<file path="config.mk">
export PLATFORM = sky130hd
export DESIGN_NAME = rr_mux4_stream
export DESIGN_NICKNAME = d
export VERILOG_FILES = /design/src/rtl/rr_mux4_stream.sv
export SDC_FILE = /design/constraint.sdc
export NUM_CORES = 1
export LEC_CHECK = 0
export ABC_CLOCK_PERIOD_IN_PS = 1720
export BUFFER_PORTS_ARGS = -buffer_cell sky130_fd_sc_hd__buf_2
export CORE_MARGIN = 2
export CORE_UTILIZATION = 42
export CTS_CLUSTER_DIAMETER = 40
export DETAILED_ROUTE_END_ITERATION = 12
export MAX_ROUTING_LAYER = met4
export PLACE_DENSITY = 0.87
export SLEW_MARGIN = 0
export SYNTH_ARGS = -nofsm -noshare
export SYNTH_HDL_FRONTEND = slang
export SYNTH_SLANG_ARGS = --single-unit
</file>
<file path="constraint.sdc">
create_clock -name clk -period 1.72 [get_ports clk]
set_input_delay 0.344 -clock clk [delete_from_list [all_inputs] [get_ports clk]]
set_output_delay 0.344 -clock clk [all_outputs]
set_load 0.005 [all_outputs]
</file>
<file path="src/rtl/rr_mux4_stream.sv">
// ============================================================================
// rr_mux4_stream : round-robin 4-to-1 valid/ready merge into a registered stream
// Revision: 1.0
// ============================================================================
`default_nettype none

module rr_mux4_stream #(
    parameter int WIDTH = 8
) (
    input  logic               clk,
    input  logic               rst,
    input  logic [4*WIDTH-1:0] d_in,
    input  logic [3:0]         v_in,
    output logic [3:0]         r_in,
    output logic [WIDTH-1:0]   y,
    output logic [1:0]         s,
    output logic               v_out,
    input  logic               r_out
);

    typedef enum logic [0:0] {
        ST_EMPTY = 1'b0,
        ST_FULL  = 1'b1
    } state_t;

    state_t             r_state;
    state_t             w_state_nxt;
    logic [1:0]         r_last;
    logic [WIDTH-1:0]   r_y;
    logic [1:0]         r_s;

    logic               w_load_en;
    logic               w_gnt_vld;
    logic [1:0]         w_gnt;
    logic               w_load;
    logic [WIDTH-1:0]   w_data;

    // Search starts one past the last served channel; the 2-bit sum wraps mod 4.
    always_comb begin
        logic [1:0] idx;
        w_gnt_vld = 1'b0;
        w_gnt     = 2'd0;
        idx       = 2'd0;
        for (int k = 1; k <= 4; k++) begin
            idx = r_last + 2'(k);
            if (!w_gnt_vld && v_in[idx]) begin
                w_gnt_vld = 1'b1;
                w_gnt     = idx;
            end
        end
    end

    always_comb begin
        w_data = '0;
        for (int i = 0; i < 4; i++) begin
            if (w_gnt == 2'(i)) begin
                w_data = d_in[i*WIDTH +: WIDTH];
            end
        end
    end

    assign w_load_en = (r_state == ST_EMPTY) | r_out;
    assign w_load    = w_load_en & w_gnt_vld & ~rst;

    always_comb begin
        r_in = 4'b0000;
        if (w_load) begin
            r_in[w_gnt] = 1'b1;
        end
    end

    always_comb begin
        w_state_nxt = r_state;
        if (w_load) begin
            w_state_nxt = ST_FULL;
        end else if (w_load_en) begin
            w_state_nxt = ST_EMPTY;
        end
    end

    always_ff @(posedge clk) begin
        if (rst) begin
            r_state <= ST_EMPTY;
            r_last  <= 2'd3;
            r_y     <= '0;
            r_s     <= 2'd0;
        end else begin
            r_state <= w_state_nxt;
            if (w_load) begin
                r_y    <= w_data;
                r_s    <= w_gnt;
                r_last <= w_gnt;
            end
        end
    end

    assign y     = r_y;
    assign s     = r_s;
    assign v_out = (r_state == ST_FULL);

endmodule

`default_nettype wire

</file>
# ---- Word level (Yosys, flattened, before mapping)
# Cells that the tools add are included.
dict set report totals {
  ff_bits 13
  in_bits 39
  output_inout_bits 15
  word_cells 55
}
dict set report classes {
  addsub 3
  order_cmp 6
  n_eq_ne 3
  muxes 25
  n_bitwise 5
  reduce_logical 9
}
# cell n
set op_table {}
lappend op_table {{8-bit 2-to-1 mux} 4}
lappend op_table {{2-bit by 3-bit < comparator with 1-bit output, second input constant} 5}
lappend op_table {{1-bit 2-to-1 mux} 11}
lappend op_table {{1-bit binary-select mux with 2-bit select} 4}
lappend op_table {{2-bit 2-to-1 mux} 4}
lappend op_table {{2-bit adder, second input constant} 2}
lappend op_table {{2-bit equality test, second input constant} 2}
lappend op_table {{1-bit logical AND} 4}
lappend op_table {{4-bit 2-to-1 mux} 1}
lappend op_table {{1-bit zero test} 3}
lappend op_table {{2-bit by 1-bit adder with 2-bit output, second input constant} 1}
lappend op_table {{1-bit bitwise AND} 2}
lappend op_table {{1-bit demux with 2-bit select} 1}
lappend op_table {{2-bit by 1-bit equality test with 1-bit output, second input constant} 1}
lappend op_table {{2-bit by 1-bit greater-or-equal comparator with 1-bit output, second input constant} 1}
lappend op_table {{2-bit zero test} 1}
lappend op_table {{1-bit NOT} 2}
lappend op_table {{2-bit nonzero test} 1}
lappend op_table {{1-bit bitwise OR} 1}

# ---- Depth between registers and ports, before layout
dict set report depth {
  depth_word 18
  depth_mapped 7
  depth_no_buf 5
}

# ---- Worst setup path before layout
# No wires, ideal clock.
dict set report synth_path {
  path_kind {input port to output port}
  start {input port v_in[0]}
  end {output port r_in[3]}
  arrival_ps 1287
  required_ps 1376
  setup_slack_ps 89
  stages 6
  path_buffers 2
  cell_sequence {o21a_1 > a211oi_2 > buf_6 > buf_12 > nand2_1 > nor2b_1}
}
dict set report synth_via {
  elab_chain_len 17
  word_cells_on_any_way 30
  classes_between {order compare: 2; mux: 19; bitwise: 2; reduce/logical: 7}
}
# item line_no
set synth_lines {}
lappend synth_lines {{start: declaration} 13} ;# input logic [3:0] v_in,
lappend synth_lines {{1-bit binary-select mux with 2-bit select} 46} ;# if (!w_gnt_vld && v_in[idx]) begin
lappend synth_lines {{1-bit 2-to-1 mux (implied by the code)} 46}
lappend synth_lines {{1-bit 2-to-1 mux} 46}
lappend synth_lines {{1-bit zero test} 46}
lappend synth_lines {{1-bit logical AND} 46}
lappend synth_lines {{1-bit 2-to-1 mux} 46}
lappend synth_lines {{1-bit zero test} 46}
lappend synth_lines {{1-bit logical AND} 46}
lappend synth_lines {{1-bit 2-to-1 mux} 46}
lappend synth_lines {{1-bit zero test} 46}
lappend synth_lines {{1-bit logical AND} 46}
lappend synth_lines {{2-bit 2-to-1 mux} 46}
lappend synth_lines {{2-bit by 3-bit < comparator with 1-bit output (implied by the code) / 2-bit by 1-bit greater-or-equal comparator with 1-bit output (equally long branches)} 68} ;# r_in[w_gnt] = 1'b1;
lappend synth_lines {{1-bit logical AND (implied by the code)} 68}
lappend synth_lines {{1-bit 2-to-1 mux (implied by the code)} 68}
lappend synth_lines {{1-bit demux with 2-bit select} 68}
lappend synth_lines {{4-bit 2-to-1 mux *} 67} ;# if (w_load) begin
lappend synth_lines {{end: declaration} 14} ;# output logic [3:0] r_in,
# Mark *: on every way between the ends. The rest lies on a longest branch, timed or not. The select of a mux whose other input is x is not followed.

# ---- Worst setup path in the final report
dict set report layout_path {
  start {register r_last[1]}
  end {output port r_in[0]}
}
dict set report layout_via {
  elab_chain_len 18
  word_cells_on_any_way 33
  classes_between {add/sub: 3; order compare: 2; mux: 19; bitwise: 2; reduce/logical: 7}
}
# item line_no
set layout_lines {}
lappend layout_lines {{start: declaration} 28} ;# logic [1:0] r_last;
lappend layout_lines {{start signal: assignment} 92} ;# r_last <= w_gnt;
lappend layout_lines {{2-bit by 1-bit adder with 2-bit output} 45} ;# idx = r_last + 2'(k);
lappend layout_lines {{1-bit binary-select mux with 2-bit select} 46}
lappend layout_lines {{1-bit 2-to-1 mux (implied by the code)} 46}
lappend layout_lines {{1-bit 2-to-1 mux} 46}
lappend layout_lines {{1-bit zero test} 46}
lappend layout_lines {{1-bit logical AND} 46}
lappend layout_lines {{1-bit 2-to-1 mux} 46}
lappend layout_lines {{1-bit zero test} 46}
lappend layout_lines {{(+2 left out)} --}
lappend layout_lines {{1-bit zero test} 46}
lappend layout_lines {{1-bit logical AND} 46}
lappend layout_lines {{2-bit 2-to-1 mux} 46}
lappend layout_lines {{2-bit by 3-bit < comparator with 1-bit output (implied by the code) / 2-bit by 1-bit greater-or-equal comparator with 1-bit output (equally long branches)} 68}
lappend layout_lines {{1-bit logical AND (implied by the code)} 68}
lappend layout_lines {{1-bit 2-to-1 mux (implied by the code)} 68}
lappend layout_lines {{1-bit demux with 2-bit select} 68}
lappend layout_lines {{4-bit 2-to-1 mux *} 67}
# Marks and branches as above.

==> flow_metrics.env <==
export IMPL_worst_slew_pin_slew_ns=0.331
export IMPL_place_ws_ns=-0.107
export IMPL_hold_path_endpoint="v_out"
export IMPL_rows=16
export IMPL_numPortBuffers=53
export IMPL_grt_pass1_vias=965
export IMPL_drc=0
export IMPL_layout_drive_gt1_share=0.614
export IMPL_grt_max_degree=15
export IMPL_antenna_found_initial=0
export IMPL_area_growth_syn_to_layout_pct=47.8
export IMPL_relSlewSlack=0.778
export IMPL_arrival_ns=1.45
export IMPL_fin_skew_ns=0.00527
export IMPL_holdBufCountCts=0
export IMPL_fillCellCount=137
export IMPL_gp_congestion=0.819
export IMPL_final_util=0.667
export IMPL_ys_seq_elements=13
export IMPL_grt_pass1_wl_mm=3.66
export IMPL_wirelength_mm=2.15
export IMPL_reg2reg_slack_ns=0.08
export IMPL_drt_iter0_drc=13
export IMPL_dieWidth_microns=50.2
export IMPL_worst_setup_path_start_kind="flop"
export IMPL_async_flop_share=0
export IMPL_setup_viol=4
export IMPL_synth_edf_count=0
export IMPL_worstHoldStart="r_out"
export IMPL_netlist_area_sq_um=895
export IMPL_place_area_sq_um=1220
export IMPL_ff2ff_path_depth=7
export IMPL_drt_pass1_iter_count=4
export IMPL_fin_area_sq_um=1320
export IMPL_synthCells=92
export IMPL_worst_skew_pair_late_latency_ns=0.28
export IMPL_ant_nets=0
export IMPL_min_period_over_period=1.04
export IMPL_worst_path_max_fanout=5
export IMPL_pwr_share_seq=0.366
export IMPL_vias_per_cell=5.01
export IMPL_crit_type="flop to output port"
export IMPL_cap_violations=0
export IMPL_hold_violations=0
export IMPL_yosys_warnings=0
export IMPL_peakVddDrop_v=0.000477
export IMPL_overflow=0
export IMPL_cts_root_buf="clkbuf_4"
export IMPL_p_sw_mw=0.323
export IMPL_required_ns=1.38
export IMPL_status="finished with violations"
export IMPL_max_clock_path_buffers=2
export IMPL_min_delay_path_depth=4
export IMPL_die_area_sq_um=2520
export IMPL_p_comb_frac=0.448
export IMPL_numCtsBuffers=3
export IMPL_syn_area_per_cell_sq_um=9.72
export IMPL_cts_sinks=13
export IMPL_clk_pin_slew_ns=0.08
export IMPL_die_h_microns=50.2
export IMPL_ys_seq_area_frac=0.291
export IMPL_final_setup_worst_slack_ns=-0.0730
export IMPL_nNetsFinal=193
export IMPL_syn_num_nets=131
export IMPL_clkPwrFrac=0.186
export IMPL_wl_per_cell_microns=12.0
export IMPL_intPower_mw=0.707
export IMPL_core_sq_um=1980
export IMPL_start_util=0.451
export IMPL_track_usage=0.192
export IMPL_min_path_type="input port to flop"
export IMPL_rsz0062_at_grt="true"
export IMPL_holdWs_ns=0.387
export IMPL_timing_rr_start="r_last[1]"
export IMPL_cts_tree="done"
export IMPL_swShare=0.314
export IMPL_violations="setup timing"
export IMPL_leakagePower_nw=0.660
export IMPL_min_period_ns=1.79
export IMPL_endpoint_kind="output port"
export IMPL_htreeDepth=1
export IMPL_antennaDiodeCount=0
export IMPL_synth_ff_type="dfxtp_1"
export IMPL_ios=54
export IMPL_r2r_end="y[1]"
export IMPL_powerDensity_nw_per_um2=778
export IMPL_timing_fmax_ghz=0.558
export IMPL_drv_slew=0
export IMPL_synthDistinctLibCells=26
export IMPL_vias=901
-- worst max-delay path, cell delays in order (launching register included) --
cell      delay, ns
dfxtp_4        0.37
o21a_1         0.13
a211oi_4       0.31
nand2b_4       0.19
nor2_1         0.04
buf_2          0.12
-- placed cells by master (no fill, tap or decap), types with 2 or more instances in the layout --
| cell type | instances |
|---|---|
| mux2_2 | 2 |
| o21ai_2 | 9 |
| nor2_1 | 8 |
| buf_4 | 9 |
| clkbuf_4 | 3 |
| mux2i_1 | 14 |
| mux2i_2 | 2 |
| nor3_1 | 3 |
| mux2_4 | 6 |
| dfxtp_1 | 11 |
| nand3b_1 | 8 |
| nor2b_1 | 4 |
| nand2b_4 | 2 |
| buf_2 | 53 |
-- power by group through the flow --
stage	sequential (mW)	combinational [mW]	clock, mW
6_report	0.377	0.461	0.191
5_1_grt	0.384	0.499	0.206
4_1_cts	0.375	0.453	0.195
3_5_place_dp	0.379	0.419	0
3_3_place_gp	0.377	0.401	0
2_1_floorplan	0.379	0.283	0
-- synthesized netlist by cell type (all sizes together) (2+ instances only) --
library cell	count	area, sq um
nor2b	4	25.0
mux2	8	109
nor2	8	30.0
dfxtp	13	260
o21ai	9	75.1
nand2	2	7.51
buf	5	46.3
a21oi	2	10.0
nand2b	3	18.8
nand3b	8	60.1
nor3	4	20.0
mux2i	16	160
-- timing repair --
item                                    CTS  global route
resized for setup                         8            10
endpoints found under the setup margin    4            12
pin swaps                                 3             1
setup buffers                             4             2
-- metrics by stage --
stage,power (mW),setup TNS [ns],cells
2_1_floorplan,0.662,0,92
5_1_grt,1.09,-0.676,180
3_3_place_gp,0.778,-0.121,175
4_1_cts,1.02,-0.265,182
3_5_place_dp,0.797,-0.580,175
6_report,1.03,-0.229,180
-- cells by family (layout without fill, tap and decap cells) --
| group | after synthesis | count (layout) | share of synthesized area |
|---|---|---|---|
| mux | 24 | 24 | 0.301 |
| buf+inv | 7 | 68 | 0.0601 |
| flops | 13 | 13 | 0.291 |
| compound gates | 15 | 15 | 0.137 |
| simple gates | 33 | 33 | 0.211 |
-- registers in the layout, indices dropped and copies added, names as in the netlist --
signal  count
r_last      2
s           2
v_out       1
y           8
-- layout make-up --
class                   instances  area [sq um]  area share
clock buffers                   4          26.3      0.0199
well taps                      27          33.8      0.0255
inverters                       1          3.75     0.00284
flip-flops and latches         13           265       0.201
repair buffers                 63           353       0.267
multi-input cells              72           641       0.484
-- metal layers --
metal	vias up	routed length, microns	track usage
met3	5	158	0.0238
met1	401	851	0.194
met2	45	1100	0.342
met5	-	0	-
met4	0	42	0.130
li1	450	-	-
-- how the worst max path moves through the flow --
| stage | from | end | slack [ns] | cells after the start |
|---|---|---|---|---|
| 3_5_place_dp | v_in[0] | y[1] | -0.11 | 7 |
| 3_3_place_gp | v_in[3] | r_in[1] | -0.02 | 7 |
| 2_1_floorplan | v_in[0] | r_in[3] | 0.09 | 6 |
| 4_1_cts | r_last[0] | r_in[3] | -0.08 | 5 |
| 5_1_grt | r_last[1] | r_in[3] | -0.17 | 5 |
| 6_report | r_last[1] | r_in[0] | -0.07 | 5 |
No activity file was read; power rests on OpenSTA's default activity.
